### config.mk
export PLATFORM = sky130hd
export DESIGN_NAME = mem_access_unit_flat
export DESIGN_NICKNAME = d
export VERILOG_FILES = /design/src/rtl/mem_access_unit_pkg.sv /design/src/rtl/mem_access_unit_if.sv /design/src/rtl/mem_load_align.sv /design/src/rtl/mem_access_unit.sv /design/src/flat_wrapper.sv
export SDC_FILE = /design/constraint.sdc
export NUM_CORES = 1
export LEC_CHECK = 0
export ABC_AREA = 1
export BUFFER_PORTS_ARGS = -buffer_cell sky130_fd_sc_hd__buf_2
export CAP_MARGIN = 20
export CELL_PAD_IN_SITES_DETAIL_PLACEMENT = 0
export CELL_PAD_IN_SITES_GLOBAL_PLACEMENT = 1
export CORE_MARGIN = 10
export CORE_UTILIZATION = 35
export CTS_CLUSTER_DIAMETER = 60
export DETAILED_ROUTE_END_ITERATION = 12
export GPL_ROUTABILITY_DRIVEN = 0
export GPL_TIMING_DRIVEN = 0
export PLACE_DENSITY = 0.77
export SLEW_MARGIN = 20
export SYNTH_ARGS = -nofsm -noshare
export SYNTH_HDL_FRONTEND = slang
export SYNTH_SLANG_ARGS = --single-unit
### constraint.sdc
create_clock -name clk -period 1.95 [get_ports clk]
set_clock_uncertainty 0.05 [all_clocks]
set_input_delay 0 -clock clk [delete_from_list [all_inputs] [get_ports clk]]
set_output_delay 0 -clock clk [all_outputs]
set_load 0.01 [all_outputs]
### src/rtl/mem_access_unit_pkg.sv
// Shared types, funct3 encodings, exception codes and lane helpers for the
// MEM-stage data-memory access unit.
package mem_pkg;

  typedef enum logic [1:0] {IDLE, REQ, DONE} state_t;

  localparam logic [2:0] F3_B  = 3'b000;
  localparam logic [2:0] F3_H  = 3'b001;
  localparam logic [2:0] F3_W  = 3'b010;
  localparam logic [2:0] F3_D  = 3'b011;
  localparam logic [2:0] F3_BU = 3'b100;
  localparam logic [2:0] F3_HU = 3'b101;
  localparam logic [2:0] F3_WU = 3'b110;

  localparam logic [1:0] EXC_NONE     = 2'b00;
  localparam logic [1:0] EXC_MISALIGN = 2'b01;
  localparam logic [1:0] EXC_TIMEOUT  = 2'b10;
  localparam logic [1:0] EXC_ILLEGAL  = 2'b11;

  // Byte-lane enables for an access of 2**size bytes at a doubleword offset.
  function automatic logic [7:0] byte_enables(input logic [1:0] size,
                                              input logic [2:0] offset);
    case (size)
      2'd0:    return 8'h01 << offset;
      2'd1:    return 8'h03 << offset;
      2'd2:    return 8'h0F << offset;
      default: return 8'hFF;
    endcase
  endfunction

  // Natural alignment check for an access of 2**size bytes.
  function automatic logic misaligned(input logic [1:0] size,
                                      input logic [2:0] offset);
    case (size)
      2'd0:    return 1'b0;
      2'd1:    return offset[0];
      2'd2:    return |offset[1:0];
      default: return |offset;
    endcase
  endfunction

endpackage

### src/rtl/mem_access_unit_if.sv
// Data-memory bus between the access unit (master) and the memory (slave).
interface mem_access_unit_if;
  logic        req;
  logic        we;
  logic [63:0] addr;
  logic [7:0]  be;
  logic [63:0] wdata;
  logic        ack;
  logic [63:0] rdata;

  modport master (output req, we, addr, be, wdata, input ack, rdata);
  modport slave  (input req, we, addr, be, wdata, output ack, rdata);
endinterface

### src/rtl/mem_load_align.sv
// Extracts the addressed bytes of a read doubleword and extends them to 64 bits.
module mem_load_align
  import mem_pkg::*;
(
  input  logic [63:0] rdata,
  input  logic [2:0]  offset,
  input  logic [2:0]  funct3,
  output logic [63:0] result
);

  logic [63:0] shifted;

  // Shift the addressed byte down to lane 0, then truncate and extend by width.
  always_comb begin
    shifted = rdata >> {offset, 3'b000};
    case (funct3)
      F3_B:    result = {{56{shifted[7]}},  shifted[7:0]};
      F3_H:    result = {{48{shifted[15]}}, shifted[15:0]};
      F3_W:    result = {{32{shifted[31]}}, shifted[31:0]};
      F3_BU:   result = {56'd0, shifted[7:0]};
      F3_HU:   result = {48'd0, shifted[15:0]};
      F3_WU:   result = {32'd0, shifted[31:0]};
      default: result = shifted;
    endcase
  end

endmodule

### src/rtl/mem_access_unit.sv
// MEM-stage load/store engine: issues one aligned 64-bit bus access per memory
// instruction, extends load data and stalls the front of the pipe until retire.
module mem_access_unit
  import mem_pkg::*;
#(
  parameter int TIMEOUT_CYCLES = 255
) (
  input  logic                clk,
  input  logic                rst_n,
  input  logic                mem_v,
  input  logic                mem_load,
  input  logic                mem_store,
  input  logic [2:0]          mem_funct3,
  input  logic [63:0]         mem_alu_result,
  input  logic [63:0]         mem_sr2,
  input  logic                wb_stall,
  output logic                mem_stall,
  output logic                wb_mem_v,
  output logic [63:0]         wb_mem_result,
  output logic [1:0]          wb_mem_exc,
  output logic [63:0]         wb_mem_addr,
  mem_access_unit_if.master   dmem
);

  localparam int CNT_W = (TIMEOUT_CYCLES < 2) ? 1 : $clog2(TIMEOUT_CYCLES + 1);

  state_t             state;
  logic [CNT_W-1:0]   cnt;
  logic [2:0]         offset_q;
  logic [2:0]         funct3_q;
  logic               load_q;

  logic               op;
  logic [2:0]         a;
  logic               illegal;
  logic [1:0]         exc_in;
  logic [63:0]        load_data;

  assign op      = mem_v & (mem_load | mem_store);
  assign a       = mem_alu_result[2:0];
  assign illegal = (mem_load & mem_store) |
                   (mem_load & (mem_funct3 == 3'b111)) |
                   (mem_store & mem_funct3[2]);
  assign exc_in  = illegal ? EXC_ILLEGAL :
                   misaligned(mem_funct3[1:0], a) ? EXC_MISALIGN : EXC_NONE;

  mem_load_align u_align (
    .rdata  (dmem.rdata),
    .offset (offset_q),
    .funct3 (funct3_q),
    .result (load_data)
  );

  // Stall the front of the pipe while an access is being launched or is in flight.
  always_comb begin
    mem_stall = wb_stall;
    case (state)
      IDLE:    mem_stall = op | wb_stall;
      REQ:     mem_stall = 1'b1;
      default: mem_stall = wb_stall;
    endcase
  end

  // Access sequencer with registered bus and writeback outputs.
  always_ff @(posedge clk) begin
    if (!rst_n) begin
      state         <= IDLE;
      cnt           <= '0;
      offset_q      <= '0;
      funct3_q      <= '0;
      load_q        <= 1'b0;
      wb_mem_v      <= 1'b0;
      wb_mem_result <= '0;
      wb_mem_exc    <= EXC_NONE;
      wb_mem_addr   <= '0;
      dmem.req      <= 1'b0;
      dmem.we       <= 1'b0;
      dmem.addr     <= '0;
      dmem.be       <= '0;
      dmem.wdata    <= '0;
    end else begin
      case (state)
        IDLE: begin
          if (op && !wb_stall) begin
            wb_mem_addr <= mem_alu_result;
            offset_q    <= a;
            funct3_q    <= mem_funct3;
            load_q      <= mem_load;
            cnt         <= '0;
            if (exc_in == EXC_NONE) begin
              state      <= REQ;
              dmem.req   <= 1'b1;
              dmem.we    <= mem_store;
              dmem.addr  <= {mem_alu_result[63:3], 3'b000};
              dmem.be    <= byte_enables(mem_funct3[1:0], a);
              dmem.wdata <= mem_sr2 << {a, 3'b000};
            end else begin
              state         <= DONE;
              wb_mem_v      <= 1'b1;
              wb_mem_exc    <= exc_in;
              wb_mem_result <= '0;
            end
          end
        end
        REQ: begin
          if (dmem.ack) begin
            state         <= DONE;
            dmem.req      <= 1'b0;
            wb_mem_v      <= 1'b1;
            wb_mem_exc    <= EXC_NONE;
            wb_mem_result <= load_q ? load_data : '0;
          end else if (TIMEOUT_CYCLES != 0 &&
                       cnt == CNT_W'(TIMEOUT_CYCLES - 1)) begin
            state         <= DONE;
            dmem.req      <= 1'b0;
            wb_mem_v      <= 1'b1;
            wb_mem_exc    <= EXC_TIMEOUT;
            wb_mem_result <= '0;
          end else begin
            cnt <= cnt + CNT_W'(1);
          end
        end
        DONE: begin
          if (!wb_stall) begin
            state    <= IDLE;
            wb_mem_v <= 1'b0;
          end
        end
        default: state <= IDLE;
      endcase
    end
  end

endmodule

### src/flat_wrapper.sv
// flat-port wrapper written by rule: the top's interface ports become plain ports
module mem_access_unit_flat import mem_pkg::*;
#(
  parameter int TIMEOUT_CYCLES = 255
)
  (clk, rst_n, mem_v, mem_load, mem_store, mem_funct3, mem_alu_result, mem_sr2, wb_stall, mem_stall, wb_mem_v, wb_mem_result, wb_mem_exc, wb_mem_addr, dmem_req, dmem_we, dmem_addr, dmem_be, dmem_wdata, dmem_ack, dmem_rdata);
  mem_access_unit_if dmem_i ();
  input  logic clk;
  input  logic rst_n;
  input  logic mem_v;
  input  logic mem_load;
  input  logic mem_store;
  input  logic [2:0] mem_funct3;
  input  logic [63:0] mem_alu_result;
  input  logic [63:0] mem_sr2;
  input  logic wb_stall;
  output logic mem_stall;
  output logic wb_mem_v;
  output logic [63:0] wb_mem_result;
  output logic [1:0] wb_mem_exc;
  output logic [63:0] wb_mem_addr;
  output wire logic [$bits(dmem_i.req)-1:0] dmem_req;
  output wire logic [$bits(dmem_i.we)-1:0] dmem_we;
  output wire logic [$bits(dmem_i.addr)-1:0] dmem_addr;
  output wire logic [$bits(dmem_i.be)-1:0] dmem_be;
  output wire logic [$bits(dmem_i.wdata)-1:0] dmem_wdata;
  input wire logic [$bits(dmem_i.ack)-1:0] dmem_ack;
  input wire logic [$bits(dmem_i.rdata)-1:0] dmem_rdata;
  assign dmem_req = dmem_i.req;
  assign dmem_we = dmem_i.we;
  assign dmem_addr = dmem_i.addr;
  assign dmem_be = dmem_i.be;
  assign dmem_wdata = dmem_i.wdata;
  assign dmem_i.ack = dmem_ack;
  assign dmem_i.rdata = dmem_rdata;
  mem_access_unit #(.TIMEOUT_CYCLES(TIMEOUT_CYCLES)) u_core (.clk(clk), .rst_n(rst_n), .mem_v(mem_v), .mem_load(mem_load), .mem_store(mem_store), .mem_funct3(mem_funct3), .mem_alu_result(mem_alu_result), .mem_sr2(mem_sr2), .wb_stall(wb_stall), .mem_stall(mem_stall), .wb_mem_v(wb_mem_v), .wb_mem_result(wb_mem_result), .wb_mem_exc(wb_mem_exc), .wb_mem_addr(wb_mem_addr), .dmem(dmem_i));
endmodule
Word-level counts from Yosys, hierarchy flattened
Cells that the tools add are included.
W data, S select, Z words.
{"block": "word_totals", "regBits": 283, "inputBits": 202}
{"block": "op_classes", "add_sub_neg": 1, "n_eq_ne": 18, "shifts": 5, "muxes": 37, "bitwise_logic": 8, "reduce_logical": 17}
{"op": "$pmux W64 S6", "count": 1}
{"op": "$mux W64", "count": 5}
{"op": "$pmux W64 S2", "count": 1}
{"op": "$shl A64 B6 Y64", "count": 1}
{"op": "$shr A64 B6 Y64", "count": 1}
{"op": "$mux W8", "count": 3}
{"op": "$pmux W8 S3", "count": 1}
{"op": "$mux W2", "count": 9}
{"op": "$pmux W8 S2", "count": 1}
{"op": "$eq A3 B3 Y1 const B", "count": 4}
{"op": "$reduce_and A4 Y1", "count": 3}
{"op": "$mux W1", "count": 10}
{"op": "$add A8 B1 Y8 const B", "count": 1}
{"op": "$eq A8 B8 Y1 const B", "count": 1}
{"op": "$ne A2 B2 Y1 const B", "count": 4}
{"op": "$shl A1 B3 Y8 const A", "count": 1}
{"op": "$shl A2 B3 Y8 const A", "count": 1}
{"op": "$shl A4 B3 Y8 const A", "count": 1}
{"op": "$logic_not A2 Y1", "count": 3}
{"op": "$pmux W1 S3", "count": 2}
{"op": "$pmux W2 S3", "count": 1}
{"op": "$reduce_and A3 Y1", "count": 2}
{"op": "$reduce_and A5 Y1", "count": 1}
{"op": "$and A1 B1 Y1", "count": 4}
{"op": "other kinds (17)", "count": 24}

Depth between registers and ports, before layout
{"block": "depth", "depth_word": 9, "mapped_depth": 12, "depth_no_buf": 10}

Hierarchy
A second synthesis with hierarchy kept.
{"block": "hier_totals", "hier_cells": 2263, "area_unflattened_um2": 15038.2}
{"mod": "mem_access_unit", "instances": 1, "cells_per_inst": 1771, "area_each_um2": 12583.3, "seq_area_each_um2": 5605.4}
{"mod": "mem_load_align", "instances": 1, "cells_per_inst": 492, "area_each_um2": 2454.9, "seq_area_each_um2": 0.0}

Worst setup path after synthesis
No wires, ideal clock.
{"block": "synth_timing", "kind": "reg2reg", "start": "register u_core.offset_q[0]", "end": "register u_core.wb_mem_result[58]", "arrival_ps": 1494, "t_required_ps": 1767, "setup_slack_ps": 274, "path_stages_with_launch": 11, "path_buffers": 3, "path_cell_list": "dfxtp_1 > buf_4 > inv_4 > buf_6 > nand3_1 > nand3_1 > nand3_4 > nand2_2 > buf_4 > o21ai_0 > a21oi_1"}
{"block": "synth_via", "elab_chain_cells": 5}
{"item": "start, declared", "line": "mem_access_unit.sv:29", "rtl": "logic [2:0] offset_q;"}
{"item": "start signal, assigned", "line": "mem_access_unit.sv:69", "rtl": "offset_q <= '0;"}
{"item": "start signal, assigned", "line": "mem_access_unit.sv:86", "rtl": "offset_q <= a;"}
{"item": "$shr A64 B6 Y64", "line": "mem_load_align.sv:15", "rtl": "shifted = rdata >> {offset, 3'b000};"}
{"item": "$pmux W64 S6", "line": "mem_load_align.sv:16", "rtl": "case (funct3)"}
{"item": "$mux W64", "line": "mem_access_unit.sv:111", "rtl": "wb_mem_result <= load_q ? load_data : '0;"}
{"item": "$mux W64", "line": "mem_access_unit.sv:106", "rtl": "if (dmem.ack) begin"}
{"item": "$pmux W64 S2", "line": "mem_access_unit.sv:82", "rtl": "case (state)"}
{"item": "end signal, assigned", "line": "mem_access_unit.sv:111"}
{"item": "end, declared", "line": "mem_access_unit.sv:19", "rtl": "output logic [63:0] wb_mem_result,"}
No other way between the ends.
A chain may end at the register's enable or synchronous reset.

Worst setup path after layout
{"block": "layout_timing", "start": "register u_core.offset_q[0]", "end": "register u_core.wb_mem_result[13]"}
Same word-level chain as after synthesis.

==> flow_metrics.tcl <==
set metrics [dict create \
    die-width_um 218 \
    timing.max_slew.rel_slack_pct 49.7 \
    core.rowCount 72 \
    cts_buffers 35 \
    holdCritPathClass "primary input to flip-flop" \
    cp_top_family "compound AO/OA/AOI/OAI gates" \
    wl_mm 68.7 \
    cts_tree "done" \
    detailed_place_hpwl_mm 54.4 \
    drive_above_1_share_pct 25.5 \
    met2RoutedLength_mm 32.1 \
    wl_per_cell_um 21.1 \
    critPathLaunchType "flip-flop" \
    postSynthRegisterBits 280 \
    rsz0062_at_grt "true" \
    globalRoute.totalOverflow 0 \
    synth_commonest_cells "nand2_1 (392), nor2_1 (371), o21ai_0 (344)" \
    grt_pass1_wl_mm 101 \
    die_y_um 218 \
    flow.area_growth_from_synthesis_pct 42.0 \
    timing.final.crit_period_ns 1.89 \
    fp.dieArea_um2 47700 \
    grt_usage_pct 27.2 \
    yosysMostFrequentCell "nand2_1" \
    routed-via-count 17213 \
    clock_latency_ns 0.53 \
    synth.lib_cells_used.distinct 48 \
    fillCellCount 4079 \
    top_layer_used "met5" \
    drt.antenna.violating_nets 0 \
    p_per_area_nw_per_um2 887 \
    vias_in_the_first_global_route 16732 \
    final-seq-area_um2 5610 \
    design.portCount 472 \
    final_area_um2 19600 \
    placed_cells 3058 \
    clkSlewWorstSetupHoldPaths_ns 0.06 \
    required_ns 2.36 \
    fmax_mhz 528 \
    power.ir.vdd_worst_v 0.000776 \
    crit_path_max_fanout 10 \
    clock_path_buffers 3 \
    drt_drc_violations_left 0 \
    drt_first_pass_iters 6 \
    crit_type "flip-flop to flip-flop" \
    dpl_cell_area_um2 16800 \
    run_status "complete, no violations" \
    wirelength_met1_mm 27.9 \
    asyncSetResetFlopFracSynth_pct 0 \
    synth_edf_count 0 \
    synth_warnings 0 \
    worst_slew_pin_slew_ns 0.755 \
    vias_per_cell 5.28 \
    drtIter0Drc 1594 \
    synth.largest_area_cell "dfxtp_1" \
    yosys_most_used_dff "dfxtp_1" \
    syn-mean-instance-area_um2 6.65 \
    post-route-period-util_pct 97.1 \
    multi_input_comb_area_um2 7250 \
    cp.arrival_ns 2.30 \
    final_cell_count_no_fill 3257 \
    antenna_violations_before_repair 3 \
    end_kind "flip-flop" \
    met3WireLength_mm 5.75 \
    ys_top_cells_by_area "dfxtp_1 (41%), o21ai_0 (12%), nand2_1 (11%)" \
    yosysTopAreaCellShare_pct 40.7 \
    drv_cap 0 \
    htreeDepth 2 \
    yosysSeqAreaShare_pct 40.7 \
    setup_viol 0 \
    core_um2 38800 \
    slowest_cell_on_the_critical_path "dfxtp_2" \
    portBuffers 467 \
    critPathMostFrequentCell "nand2_1" \
    pin_count_of_the_biggest_net_entering_global_routing 13 \
    design.final.nets 2921 \
    final-hold-violation-count 0 \
    cp_buf_inv_count 3 \
    cts_root_buffer "clkbuf_16" \
    floorplan.initialDensity_pct 35.5 \
    final_max_slew_viol_count 0 \
    post_syn_instances 2071 \
    critPathMaxStageDelay_ns 0.33 \
    crit_path_cell_trace "buf_6, buf_6, buf_4, o21ai_0, o21ai_0, nand2_1, nand2_1, o21ai_1, nand2_1, a21oi_1" \
    cts_num_sinks 280 \
    power.leakage_nw 9.25 \
    netlist_area_um2 13800 \
]
sequential cells by signal (all words and copies together) (netlist names), 2 cells and up:
| name | cells |
|---|---|
| u_core.wb_mem_result | 64 |
| u_core.wb_mem_addr | 62 |
| u_core.state | 2 |
| u_core.funct3_q | 3 |
| u_core.cnt | 8 |
| u_core.wb_mem_exc | 2 |
| u_core.offset_q | 2 |
| u_core.dmem.be | 8 |
| u_core.dmem.wdata | 64 |
| u_core.dmem.addr | 61 |
cells in the final DEF, fill, tap and decap left out, types with 6 or more instances in the layout:
cell type,instances
clkbuf_16,37
clkbuf_1,62
o22ai_1,14
nand2_1,385
a21oi_1,187
nor3_2,6
o21ai_0,301
buf_4,20
clkbuf_2,20
ha_1,6
o21ai_2,8
o211ai_1,14
nor2_1,370
clkbuf_4,15
nand2_2,8
buf_6,8
o21ai_1,50
inv_2,6
nand3_1,120
buf_2,513
inv_1,72
dfxtp_1,275
nor3_1,14
dlygate4sd3_1,130
tightest hold or removal path, stage by stage:
cell and delay (ns):
buf_2 0.13, nand2_1 0.06, o21ai_0 0.11, a221oi_1 0.11
a21oi_1 0.13
metal layers:
layer,global-route usage [%],vias to the layer above
met1,33.5,7987
met5,0,-
li1,-,8161
met2,45.6,882
met3,5.61,181
met4,10.9,2
layout make-up:
cell class              count  share of cell area (%)
multi-input cells        1547                    37.0
clock inverters            12                   0.588
flip-flops and latches    280                    28.7
well taps                 518                    3.31
diodes                      2                  0.0256
clock buffers              49                    5.06
repair buffers            603                    19.0
plain buffers             165                    4.74
inverters                  81                    1.59
kinds of logic (layout without fill, tap and decap cells):
kind of cell	after synthesis	after routing	synth area share, %
adder cells (fa/ha/maj)	6	6	0.545
AO/OA/AOI/OAI	602	602	22.9
buffers and inverters	246	910	7.97
multiplexers	5	5	0.363
XOR/XNOR	2	2	0.127
AND/OR/NAND/NOR	929	929	27.4
flip-flops	280	280	40.7
other	1	5	0.0272
power by group:
group,internal (mW),switching [mW]
registers,6.11,0.222
logic,1.71,3.02
clock network,3.70,2.58
total,11.5,5.83
timing repair:
item | in CTS | in global routing
hold endpoints to repair | 175 | 0
pin swaps | 3 | 10
gates cloned | 0 | 1
endpoints found under the setup margin | 95 | 195
setup buffers | 2 | 3
resized for setup | 65 | 103
hold buffers | 132 | 0
per-stage QoR:
step	setup TNS, ns	power, mW	hold slack [ns]	utilization, %	setup slack, ns
floorplan	0	8.82	0.0849	-	0.274
global placement	-14.84	10.6	0.212	43.2	-0.309
detailed placement	-20.19	10.6	0.219	43.2	-0.315
CTS	0	17.2	0.00366	49.8	0.000453
global route	-0.0645	18.1	0.0109	50.4	-0.0221
finish	0	17.4	0.00272	50.4	0.0569
final timing paths:
path                                               from                       end  slack (ns)  cells past startpoint
worst max register to register       u_core.offset_q[0]  u_core.wb_mem_result[13]        0.06                     10
worst min-delay path                        mem_sr2[39]     u_core.dmem.wdata[39]       0.003                      5
worst min register to register  u_core.wb_mem_result[1]   u_core.wb_mem_result[1]        0.41                      2
worst max-delay path                 u_core.offset_q[0]  u_core.wb_mem_result[13]        0.06                     10
Power figures use the tool's default switching activity.
